[src/rtl/axis_block_serializer.sv]
// axis_block_serializer: captures a DATA_WIDTH-bit block on an AXI-Stream slave
// port and replays it one byte per handshake on an 8-bit AXI-Stream master port.
// Define SERIALIZER_CHECKSUM_EN to append one XOR checksum byte to each frame.
module axis_block_serializer #(
    parameter int DATA_WIDTH = 96,
    parameter bit MSB_FIRST  = 1'b1
) (
    input  logic                  clk,
    input  logic                  rst_n,
    input  logic [DATA_WIDTH-1:0] s_axis_tdata,
    input  logic                  s_axis_tvalid,
    output logic                  s_axis_tready,
    output logic [7:0]            m_axis_tdata,
    output logic                  m_axis_tvalid,
    input  logic                  m_axis_tready,
    output logic                  m_axis_tlast,
    output logic                  busy
);
    localparam int NUM_BYTES = DATA_WIDTH / 8;
    localparam int CNT_W     = $clog2(NUM_BYTES);
    localparam logic [CNT_W-1:0] LAST_IDX = CNT_W'(NUM_BYTES - 1);

    if ((DATA_WIDTH % 8) != 0 || DATA_WIDTH < 16) begin : g_bad_width
        $error("axis_block_serializer: DATA_WIDTH must be a multiple of 8 and >= 16");
    end

    typedef enum logic [1:0] {
        IDLE = 2'd0,
`ifdef SERIALIZER_CHECKSUM_EN
        CSUM = 2'd2,
`endif
        SEND = 2'd1
    } state_t;

    state_t                  state;
    logic [CNT_W-1:0]        cnt;
    logic [CNT_W-1:0]        cnt_nxt;
    logic [DATA_WIDTH-1:0]   hold;
`ifdef SERIALIZER_CHECKSUM_EN
    logic [7:0]              csum;
`endif

    // Byte idx of a block in transmit order.
    function automatic logic [7:0] pick_byte(input logic [DATA_WIDTH-1:0] blk,
                                             input logic [CNT_W-1:0] idx);
        int pos;
        pos = MSB_FIRST ? (NUM_BYTES - 1 - int'(idx)) : int'(idx);
        return blk[pos*8 +: 8];
    endfunction

    assign cnt_nxt       = cnt + 1'b1;
    assign s_axis_tready = (state == IDLE);
    assign busy          = (state != IDLE);

    // Frame FSM; output byte, valid and last are registered so they stay put under stall.
    always_ff @(posedge clk or negedge rst_n) begin
        if (!rst_n) begin
            state         <= IDLE;
            cnt           <= '0;
            hold          <= '0;
            m_axis_tvalid <= 1'b0;
            m_axis_tlast  <= 1'b0;
            m_axis_tdata  <= 8'h00;
`ifdef SERIALIZER_CHECKSUM_EN
            csum          <= 8'h00;
`endif
        end else begin
            case (state)
                IDLE: begin
                    if (s_axis_tvalid) begin
                        hold          <= s_axis_tdata;
                        cnt           <= '0;
                        state         <= SEND;
                        m_axis_tvalid <= 1'b1;
                        m_axis_tlast  <= 1'b0;
                        m_axis_tdata  <= pick_byte(s_axis_tdata, '0);
`ifdef SERIALIZER_CHECKSUM_EN
                        csum          <= 8'h00;
`endif
                    end
                end
                SEND: begin
                    if (m_axis_tvalid && m_axis_tready) begin
                        if (cnt == LAST_IDX) begin
`ifdef SERIALIZER_CHECKSUM_EN
                            // Fold the final data byte in on the way to the checksum beat.
                            state         <= CSUM;
                            m_axis_tdata  <= csum ^ m_axis_tdata;
                            m_axis_tlast  <= 1'b1;
`else
                            state         <= IDLE;
                            m_axis_tvalid <= 1'b0;
                            m_axis_tlast  <= 1'b0;
`endif
                        end else begin
                            cnt          <= cnt_nxt;
                            m_axis_tdata <= pick_byte(hold, cnt_nxt);
`ifdef SERIALIZER_CHECKSUM_EN
                            m_axis_tlast <= 1'b0;
`else
                            m_axis_tlast <= (cnt_nxt == LAST_IDX);
`endif
                        end
`ifdef SERIALIZER_CHECKSUM_EN
                        csum <= csum ^ m_axis_tdata;
`endif
                    end
                end
`ifdef SERIALIZER_CHECKSUM_EN
                CSUM: begin
                    if (m_axis_tvalid && m_axis_tready) begin
                        state         <= IDLE;
                        m_axis_tvalid <= 1'b0;
                        m_axis_tlast  <= 1'b0;
                    end
                end
`endif
                default: begin
                    state         <= IDLE;
                    m_axis_tvalid <= 1'b0;
                    m_axis_tlast  <= 1'b0;
                end
            endcase
        end
    end
endmodule

[config.mk]
export PLATFORM = sky130hd
export DESIGN_NAME = axis_block_serializer
export DESIGN_NICKNAME = d
export VERILOG_FILES = /design/src/rtl/axis_block_serializer.sv
export SDC_FILE = /design/constraint.sdc
export NUM_CORES = 1
export LEC_CHECK = 0
export ABC_AREA = 1
export CAP_MARGIN = 20
export CELL_PAD_IN_SITES_DETAIL_PLACEMENT = 0
export CELL_PAD_IN_SITES_GLOBAL_PLACEMENT = 2
export CORE_AREA = 10 10 158 131
export CTS_BUF_LIST = sky130_fd_sc_hd__clkbuf_4 sky130_fd_sc_hd__clkbuf_8 sky130_fd_sc_hd__clkbuf_16
export CTS_CLUSTER_SIZE = 8
export DETAILED_ROUTE_END_ITERATION = 7
export DIE_AREA = 0 0 168 141
export PLACE_DENSITY_LB_ADDON = 0.1
export SYNTH_ARGS = -nofsm -noshare
export SYNTH_HDL_FRONTEND = slang
export SYNTH_SLANG_ARGS = --single-unit
export TNS_END_PERCENT = 30
[constraint.sdc]
create_clock -name clk -period 4.6 [get_ports clk]
set_input_delay 1.38 -clock clk [delete_from_list [all_inputs] [get_ports clk]]
set_output_delay 1.38 -clock clk [all_outputs]
set_load 0.01 [all_outputs]
-- Word-level counts from Yosys, hierarchy flattened
Index checks and enable logic that the tools add are counted.
- add/sub/neg operators: 2
- muxes and demuxes: 20
- equality and inequality tests: 7
- reduce and logical (&&, ||, !) cells: 8
- shift-type cells: 1
- operators with widths (kind ; count):
    96-bit by 8-bit indexed part select with 8-bit output ; 1
    8-bit two-way mux ; 3
    8-bit one-hot mux with 2 select lines ; 1
    4-bit two-way mux ; 3
    4-bit equality test, second input constant ; 2
    2-bit inequality test, second input constant ; 4
    4-bit one-hot mux with 2 select lines ; 1
    1-bit two-way mux ; 6
    2-bit two-way mux ; 3
    4-bit by 4-bit subtractor with 5-bit output, first input constant ; 1
    4-bit by 1-bit adder with 4-bit output, second input constant ; 1
    1-bit one-hot mux with 2 select lines ; 2
    2-bit one-hot mux with 2 select lines ; 1
    2-bit AND reduction ; 2
    4-bit AND reduction ; 1
    2-bit nonzero test ; 2
    3-bit AND reduction ; 1
    2-bit by 1-bit equality test with 1-bit output, second input constant ; 1
    2-bit zero test ; 1
    1-bit logical AND ; 1
- flip-flop bits (word level): 112
- input port bits: 100
- logic and storage cells: 44

-- Logic depth before layout (Yosys ltp)
- depth after elaboration: 6
- gate-level depth with buffers: 12
- depth with buffers taken out: 9

-- Least setup slack after synthesis
No wires, ideal clock.
- path kind: reg2out
- start: register, netlist name m_axis_tvalid
- end: output s_axis_tready
- setup slack: 2.449 ns
- buffers on the path: 1
- required time: 3.220 ns
- cell stages (with the launch flop): 3
- arrival: 0.771 ns
- path through: dfrtp_1 inv_2 buf_2
- RTL lines (element ; RTL line ; text):
    end: declaration ; 12 ; output logic s_axis_tready,

-- Worst setup path after layout
- start: input s_axis_tvalid
- end: register m_axis_tdata[6]
- cells in the longest elaborated chain, start to end: 2
- ends and longest elaborated chain (element ; RTL line ; text):
    start: declaration ; 11 ; input logic s_axis_tvalid,
    2-bit inequality test (no line) ; - ;
    4-bit AND reduction (no line) ; - ;
    end signal: assignment ; 76 ; m_axis_tdata <= pick_byte(s_axis_tdata, '0);
    end signal: assignment ; 97 ; m_axis_tdata <= pick_byte(hold, cnt_nxt);
    end: declaration ; 13 ; output logic [7:0] m_axis_tdata,
Every way passes these cells.
A chain may end at the register's enable or synchronous reset.

==> metrics.csv <==
stage;metric;value;unit
outcome;status;completed;
cells_and_area;finalNonFillerCells;1012;
critical_path;ff2ff_path_depth;10;
cts;cts_buffer_depth;2;
cells_and_area;drive_gt1_frac;0.0524;
synth;ys_ff_latch;110;
placed_design;gp_congestion;0.758;
power_and_ir_drop;p_sw_frac;0.426;
global_route;grt_pass1_wl;25.9;mm
synth;synth_area;5350;sq um
critical_path;critPathSlowestCell;o21ai_2;
cells_and_area;seqCellArea;2750;sq um
timing;maxSlewViolCount;0;
synth;synth_cell_type_count;22;
die;rows;44;
synth;synth.net_count;793;
global_route;grt_max_degree;85;
cells_and_area;final_common_cell;nand2_1;
power_and_ir_drop;power;4.87;mW
critical_path;startpoint_type;primary input;
die;dieArea;23700;sq um
placed_design;placed_area;6540;sq um
detailed_routing;ant_nets;0;
cts;cts-htree-levels;3;
detailed_routing;dr.pass1.iters;6;
synth;syn_inst;690;
min_path;hp-class;reg2reg;
critical_path;path_buf_inv;3;
timing;worst_pin_slew;732;ps
global_route;grt-ovfl-total;0;
global_route;antenna_found_initial;0;
placed_design;io_buffers;111;
critical_path;crit_required;4850;ps
min_path;hold_path_depth;2;
critical_path;critPathMaxFanout;46;
cts;insertion_delay;360;ps
power_and_ir_drop;power_density;706;nW/um^2
detailed_routing;drt-initial-drc-count;267;
cts;clk_pin_slew;70;ps
detailed_routing;wl_per_cell;15.7;microns
critical_path;max_stage_delay;490;ps
cells_and_area;num-fill-cells;1851;
synth;synth_ff_type;dfrtp_1;
timing;period_share;0.664;
critical_path;crit_family;buffers and inverters;
placed_design;hpwlAfterDp;11.5;mm
timing;setup_viol;0;
detailed_routing;num_vias;4510;
timing;clock.fmax;327;MHz
critical_path;cp-end-kind;register;
power_and_ir_drop;p_leak;3.23;nW
detailed_routing;wirelength;15.9;mm
cts;holdBufCountCts;0;
synth;ys_warn_count;0;
cells_and_area;multi_input_area;2040;sq um
synth;ys_async_sr_fraction;1.00;
die;initial_core_util;0.302;
synth;avgSynthCellArea;7.75;sq um
power_and_ir_drop;p_comb_frac;0.484;
global_route;track_usage;0.136;
critical_path;critPathKind;in2reg;
power_and_ir_drop;p_seq_frac;0.328;
power_and_ir_drop;vdd_drop_max;0.000243;V
timing;period_needed;3060;ps
synth;synth_edf_count;0;
global_route;grt_pass1_vias;4752;
timing;worst_clock_skew;10.3;ps
synth;yosysSeqAreaShare;0.515;
die;die_h;141;microns
critical_path;crit_cells;7;
critical_path;critical_path.cell_chain;clkdlybuf4s50_1 -> nand2_4 -> inv_4 -> o21ai_2 -> inv_2 -> nor2_1 -> a21oi_2;
timing;tns;0;ps
critical_path;critical_path_arrival;3300;ps
job;cap_violations;0;
cts;cts_made_buffers;9;
die;die_w;168;microns
timing;rsz0062_at_grt;false;
cts;cts.sinks;110;
power_and_ir_drop;p_sw;2.08;mW
power_and_ir_drop;p_int;2.79;mW
timing;hold_viol;0;
placed_design;dp.cells;996;
timing;timing.hold.ws;483;ps
cells_and_area;antennaDiodeCount;0;
detailed_routing;via_per_inst;4.46;
cells_and_area;final_nets;881;
power_and_ir_drop;clkPwrFrac;0.188;
die;ios;112;
cells_and_area;final_area;6910;sq um
cells_and_area;final_cell_mix;nand2_1, clkdlybuf4s50_1, dfrtp_1;
cts;post-cts-setup-buffers;0;
cells_and_area;areaGrowthSynthToFinish;29.2;%
cts;post_cts_resized;0;
die;core-area;17700;sq um
timing;slew_headroom;0.512;
cts;cts_tree;yes;
detailed_routing;drc;0;
cts;cts_root_buffer;clkbuf_16;
-- synthesized netlist by cell type, types with 2 or more instances --
cell type / instances / area share
a21oi_1: 18 / 0.017
a21oi_2: 6 / 0.0098
buf_2: 23 / 0.022
buf_4: 5 / 0.0070
buf_6: 7 / 0.015
clkbuf_1: 7 / 0.0049
dfrtp_1: 110 / 0.51
ha_1: 3 / 0.0070
inv_1: 75 / 0.053
inv_2: 3 / 0.0021
nand2_1: 246 / 0.17
nand3_1: 56 / 0.052
nor2_1: 25 / 0.018
nor2_2: 2 / 0.0023
o21ai_0: 80 / 0.075
o21ai_1: 17 / 0.016
o21ai_2: 2 / 0.0033
-- cell families (layout without fill, tap and decap cells) --
logic type	Yosys count	after routing	synth area share
AOI/OAI and AO/OA	124	124	0.122
xor gates and xnor gates	2	2	0.00468
adders and majority gates	3	3	0.00702
buffers and inverters	121	213	0.104
DFF	110	110	0.515
and+or+nand+nor	330	330	0.247
-- per-stage QoR --
step	worst slack, ps	utilization
after floorplan	2450	-
after global placement	1150	0.370
after detailed placement	1120	0.370
after CTS	1510	0.390
after global routing	1340	0.391
final	1540	0.391
-- routing by layer --
metal | share of wire | track usage | vias up | wire length (microns)
met5 | 0 | 0 | - | 0
met3 | 0.039 | 0.0364 | 12 | 623
met2 | 0.44 | 0.198 | 80 | 6960
met4 | 0.011 | 0.0343 | 0 | 170
met1 | 0.51 | 0.194 | 2096 | 8150
li1 | - | - | 2322 | -
-- worst min-delay path, cell delays in order, from the launching register on --
cell	delay, ps
dfrtp_1	350
nand2_1	50
nand2_1	50
-- power by group through the flow --
| stage | Clock (mW) | Sequential (mW) | Combinational, mW |
|---|---|---|---|
| after floorplan | 0 | 1.59 | 1.66 |
| after global placement | 0 | 1.61 | 2.37 |
| after detailed placement | 0 | 1.62 | 2.39 |
| after CTS | 0.941 | 1.60 | 2.41 |
| after global routing | 0.990 | 1.65 | 2.70 |
| final | 0.914 | 1.60 | 2.36 |
-- final timing paths --
kind,to,start,slack (ps)
max,m_axis_tdata[6],s_axis_tvalid,1540
min,hold[37],hold[37],480
max reg2reg,m_axis_tdata[5],cnt[0],1740
min reg2reg,hold[37],hold[37],480
max in group asynchronous,hold[80],rst_n,2860
min in group asynchronous,hold[86],rst_n,1040
-- final cells by class --
| cell class | instances | area share |
|---|---|---|
| Inverter | 79 | 0.0437 |
| Clock inverter | 5 | 0.0154 |
| Sequential cell | 110 | 0.399 |
| Clock buffer | 10 | 0.0346 |
| Multi-Input combinational cell | 459 | 0.295 |
| Timing Repair Buffer | 119 | 0.171 |
| Tap cell | 230 | 0.0417 |
-- registers in the layout (all words and copies together) (netlist names) --
signal,cells
cnt,4
hold,96
m_axis_tvalid,1
m_axis_tlast,1
m_axis_tdata,8
Power figures use the tool's default switching activity.
